<file path="src/rtl/hand_controller.sv">
// hand_controller: sequences one blackjack hand. It clears the card buffer,
// fetches cards over a req/ack handshake, strobes each card into the buffer
// and applies the hit/stand/bust/21 rules.
// Optional feature macro: ACE_SOFT_EN (an ace may count as 11 while that
// keeps the total at or below 21).
module hand_controller #(
    parameter int MAX_CARDS  = 11,
    parameter int INIT_CARDS = 2
) (
    input  logic       clk_i,
    input  logic       rst_i,
    input  logic       start_i,
    input  logic       hit_i,
    input  logic       stand_i,
    output logic       card_req_o,
    input  logic       card_ack_i,
    input  logic [7:0] card_val_i,
    output logic       save_o,
    output logic [7:0] card_o,
    output logic       buf_rst_n_o,
    output logic [3:0] count_o,
    output logic [4:0] sum_o,
    output logic       busy_o,
    output logic       wait_o,
    output logic       done_o,
    output logic       bust_o,
    output logic       bj_o
);

    localparam logic [3:0] MAX_C  = 4'(MAX_CARDS);
    localparam logic [3:0] INIT_C = 4'(INIT_CARDS);

    typedef enum logic [2:0] {
        S_IDLE,
        S_CLEAR,
        S_REQ,
        S_SAVE,
        S_EVAL,
        S_WAIT,
        S_DONE
    } state_t;

    state_t     state_q;
    logic [7:0] card_q;
    logic [3:0] count_q;
    logic [4:0] hard_q;
    logic       bust_q;
    logic       bj_q;
    logic [4:0] eff_sum;

    // Only codes 1..13 are real cards; anything else is ignored in REQ.
    function automatic logic code_valid(input logic [7:0] code);
        return (code >= 8'd1) && (code <= 8'd13);
    endfunction

    // Hard weight: ace counts 1, face cards count 10, pips their own value.
    function automatic logic [4:0] card_weight(input logic [7:0] code);
        if (code == 8'd1)
            return 5'd1;
        else if (code >= 8'd11)
            return 5'd10;
        else
            return code[4:0];
    endfunction

`ifdef ACE_SOFT_EN
    logic ace_q;

    // One ace may be promoted to 11 when the total stays at or below 21.
    function automatic logic [4:0] soft_total(input logic [4:0] hard,
                                              input logic       ace);
        if (ace && (hard <= 5'd11))
            return hard + 5'd10;
        return hard;
    endfunction

    assign eff_sum = soft_total(hard_q, ace_q);
`else
    assign eff_sum = hard_q;
`endif

    // Hand sequencer: state, latched card, running count/sum and result flags.
    always_ff @(posedge clk_i or negedge rst_i) begin
        if (!rst_i) begin
            state_q <= S_IDLE;
            card_q  <= 8'd0;
            count_q <= 4'd0;
            hard_q  <= 5'd0;
            bust_q  <= 1'b0;
            bj_q    <= 1'b0;
`ifdef ACE_SOFT_EN
            ace_q   <= 1'b0;
`endif
        end else begin
            case (state_q)
                S_IDLE, S_DONE: begin
                    if (start_i)
                        state_q <= S_CLEAR;
                end
                S_CLEAR: begin
                    count_q <= 4'd0;
                    hard_q  <= 5'd0;
                    bust_q  <= 1'b0;
                    bj_q    <= 1'b0;
`ifdef ACE_SOFT_EN
                    ace_q   <= 1'b0;
`endif
                    state_q <= S_REQ;
                end
                S_REQ: begin
                    // Out-of-range codes leave the request up for another try.
                    if (card_ack_i && code_valid(card_val_i)) begin
                        card_q  <= card_val_i;
                        state_q <= S_SAVE;
                    end
                end
                S_SAVE: begin
                    hard_q  <= hard_q + card_weight(card_q);
                    count_q <= count_q + 4'd1;
`ifdef ACE_SOFT_EN
                    if (card_q == 8'd1)
                        ace_q <= 1'b1;
`endif
                    state_q <= S_EVAL;
                end
                S_EVAL: begin
                    // Bust is judged on the hard total; a soft total never exceeds 21.
                    if (hard_q > 5'd21) begin
                        bust_q  <= 1'b1;
                        state_q <= S_DONE;
                    end else if (eff_sum == 5'd21) begin
                        bj_q    <= 1'b1;
                        state_q <= S_DONE;
                    end else if (count_q == MAX_C) begin
                        state_q <= S_DONE;
                    end else if (count_q < INIT_C) begin
                        state_q <= S_REQ;
                    end else begin
                        state_q <= S_WAIT;
                    end
                end
                S_WAIT: begin
                    // Stand takes priority over a simultaneous hit.
                    if (stand_i)
                        state_q <= S_DONE;
                    else if (hit_i)
                        state_q <= S_REQ;
                end
                default: state_q <= S_IDLE;
            endcase
        end
    end

    // Outputs decoded from the state register or taken from registers only.
    assign card_req_o  = (state_q == S_REQ);
    assign save_o      = (state_q == S_SAVE);
    assign buf_rst_n_o = (state_q != S_CLEAR);
    assign busy_o      = (state_q == S_CLEAR) || (state_q == S_REQ) ||
                         (state_q == S_SAVE)  || (state_q == S_EVAL);
    assign wait_o      = (state_q == S_WAIT);
    assign done_o      = (state_q == S_DONE);
    assign card_o      = card_q;
    assign count_o     = count_q;
    assign sum_o       = eff_sum;
    assign bust_o      = bust_q;
    assign bj_o        = bj_q;

endmodule

</file>
<file path="config.mk">
export PLATFORM = sky130hd
export DESIGN_NAME = hand_controller
export DESIGN_NICKNAME = d
export VERILOG_FILES = /design/src/rtl/hand_controller.sv
export SDC_FILE = /design/constraint.sdc
export NUM_CORES = 1
export LEC_CHECK = 0
export CELL_PAD_IN_SITES_DETAIL_PLACEMENT = 2
export CELL_PAD_IN_SITES_GLOBAL_PLACEMENT = 2
export CORE_MARGIN = 2
export CORE_UTILIZATION = 40
export CTS_CLUSTER_SIZE = 28
export DETAILED_ROUTE_END_ITERATION = 10
export DONT_BUFFER_PORTS = 1
export GPL_TIMING_DRIVEN = 0
export PLACE_DENSITY_LB_ADDON = 0.1
export SYNTH_ARGS = -nofsm -noshare
export SYNTH_HDL_FRONTEND = slang
export SYNTH_SLANG_ARGS = --single-unit
</file>
<file path="constraint.sdc">
create_clock -name clk_i -period 5.91 [get_ports clk_i]
set_input_delay 1.4775 -clock clk_i [delete_from_list [all_inputs] [get_ports clk_i]]
set_output_delay 1.4775 -clock clk_i [all_outputs]
set_load 0.01 [all_outputs]
</file>
==> reports/qor.txt <==
Syn_nets -> 142
Synth cell types -> 45
Ys Warns -> 0
Prevailing post-synth register cell -> dfrtp_1
Data required, critical path -> 4.43 ns
Die W -> 59.5 um
Diodes inserted -> 0
Final period util -> 49.7%
GP Congestion -> 0.741
WS Path Type -> reg -> out
Cts bufs inserted -> 3
Post-route ant nets -> 0
CTS max path bufs -> 2
Port bufs -> 0
Cell area after layout -> 1310 sq um
Type of the most critical hold path -> reg -> reg
Final Util -> 43.7%
Grt ovf -> 0
H-tree Lvls -> 1
Seq. cell area -> 551 sq um
Slew Viols, Final -> 0
CTS Hold Bufs -> 0
Total routed wirelength -> 2880 um
Worst rel slew slack -> 70.3%
Peak VDD IR -> 0.182 mV
Clock Skew -> 0.00310 ns
Initial Utilization -> 41.1%
Placed cell area -> 1270 sq um
Number of setup buffers added after CTS -> 0
Avg WL per Cell -> 18.1 um
CP Launch Type -> register
Vias -> 934
Post-DP HPWL -> 2300 um
Final min period -> 2.94 ns
Final setup violation count -> 0
Site Rows -> 20
Max-Cap Viols -> 0
Fill cell count -> 339
RSZ-0062 raised after global routing -> no
Instance count of the mapped netlist -> 122
Placed Cells -> 155
Post-synthesis register bit count -> 22
Clk Latency, worst-skew pair -> 0.30 ns
Die ar. -> 3540 sq um
Largest net degree at the start of global routing -> 23
Async SR Flop Fraction -> 100%
Sequential fraction of the synthesis area -> 44.6%
First-pass GRT wire length -> 4820 um
Synth Cell Area -> 1230 sq um
Clk slew on worst S/H paths -> 0.12 ns
WP data arrival -> 1.46 ns
Worst Hold Slack -> 0.575 ns
Via-per-instance ratio -> 5.87
TritonRoute pass-1 iters -> 3
Final Hold Vio Count -> 0
Area delta synth->final -> 6.29%
Multi-input gate area in the final layout -> 621 sq um
Root Driver -> clkbuf_4
Core area -> 3000 sq um
DR iter-0 viols -> 29
Vias in the first global route -> 1037
Pleak -> 0.000617 uW
Initial antenna violation count -> 0
CTS sink cnt -> 22
Die H -> 59.5 um
CTS tree -> yes
Post-CTS Resized -> 0
Setup Total Neg Slack -> 0 ns
NumNets Final -> 147
Cell Count, Final, Fillers Out -> 159
Mapped Avg Cell Area -> 10.1 sq um
Worst-margin pin slew -> 0.442 ns
Max Freq -> 340 MHz
DRC -> 0
Crit path max fanout -> 9
PwrDens -> 446 nW/um^2
CP endpoint kind -> primary output
Status -> completed
Top Ports -> 39
EDFF count, synth -> 0
Layout cell share with drive strength beyond 1 -> 15.9%
Gr usage total -> 17.8%
-- through the flow --
stage          setup WS [ns]  power (uW)
3_5_place_dp            3.29         514
4_1_cts                 2.94         597
2_1_floorplan           3.43         444
6_report                2.97         585
5_1_grt                 2.85         638
3_3_place_gp            3.33         497
-- logic make-up after synthesis --
kind of cell,count (synthesis),share of synthesized area (%)
AOI/OAI and AO/OA,30,16.6
xor gates and xnor gates,3,2.13
and+or+nand+nor,42,19.6
DFF,22,44.6
adders and majority gates,6,6.69
buffers and inverters,13,5.07
muxes,6,5.27
-- per-layer routing --
metal | vias up | share of wire, % | routed length [um] | track usage, %
li1 | 436 | - | - | -
met1 | 479 | 43 | 1240 | 23.3
met2 | 19 | 53 | 1510 | 32.0
met3 | 0 | 4.4 | 128 | 3.49
met4 | 0 | 0 | 0 | 0.952
met5 | - | 0 | 0 | 0
-- state kept, by name, summed over array words and instances (netlist names) --
register / cells
card_o: 8
sum_o: 5
count_o: 4
state_q: 3
bj_o: 1
bust_o: 1
-- final cells by class --
class / instances / area share [%]
buffer: 4 / 2.19
clock buffer: 4 / 2.77
inverter: 9 / 2.58
multi-input combinational: 87 / 47.3
sequential: 22 / 42.0
tap: 33 / 3.15
-- path summary, 6_finish.rpt --
| path | cells after the start | slack (ns) | startpoint | endpoint |
|---|---|---|---|---|
| worst max-delay path | 4 | 2.97 | state_q[2] | save_o |
| worst min-delay path | 2 | 0.58 | bj_o | bj_o |
| worst max register to register | 9 | 3.52 | card_o[6] | sum_o[4] |
| worst min register to register | 2 | 0.58 | bj_o | bj_o |
| max in group asynchronous | 0 | 4.98 | rst_i | state_q[0] |
| min in group asynchronous | 0 | 0.85 | rst_i | count_o[2] |
-- cells in the mapped netlist (2+ instances only) --
cell type  number  share of area [%]
mux2i_1         2                1.6
dfrtp_1        22                 45
nand2_1        15                4.6
o21ai_0         6                2.4
and2_1          5                2.5
inv_2           2               0.61
buf_2           2               0.81
a22o_1          2                1.4
nand3_1         2               0.81
nor2_1          3               0.91
inv_1           7                2.1
ha_1            5                5.1
a21oi_1         5                2.0
nand2b_1        2                1.0
nor4_1          2                1.0
mux2_2          4                3.7
xor2_1          2                1.4
o21ai_1         4                1.6
o41a_1          2                1.8
and3_1          2                1.0
a21o_1          2                1.2
-- where the power goes --
group / switching, uW / internal, uW
clock: 44.8 / 37.5
combinational: 146 / 107
sequential: 60.8 / 189
-- layout by cell type, fill, tap and decap left out, types with 2 or more instances in the layout --
cell type | netlist | final
inv_1 | 7 | 7
and2_1 | 5 | 5
nand2_1 | 15 | 15
o21ai_1 | 4 | 4
a22o_1 | 2 | 2
a21o_1 | 2 | 2
clkbuf_4 | 0 | 3
inv_2 | 2 | 2
nor2_1 | 3 | 3
ha_1 | 5 | 5
mux2i_1 | 2 | 2
a21oi_1 | 5 | 5
o21ai_0 | 6 | 6
nor4_1 | 2 | 2
and3_1 | 2 | 2
o41a_1 | 2 | 2
buf_2 | 2 | 2
nand2b_1 | 2 | 2
xor2_1 | 2 | 2
mux2_2 | 4 | 4
nand3_1 | 2 | 2
dfrtp_1 | 22 | 22
-- worst max-delay path, stage by stage (launching register included) --
cell     delay, ns
dfrtp_1       0.38
buf_2         0.18
inv_2         0.11
nand3_1       0.26
inv_2         0.24
No activity file was read; power rests on OpenSTA's default activity.
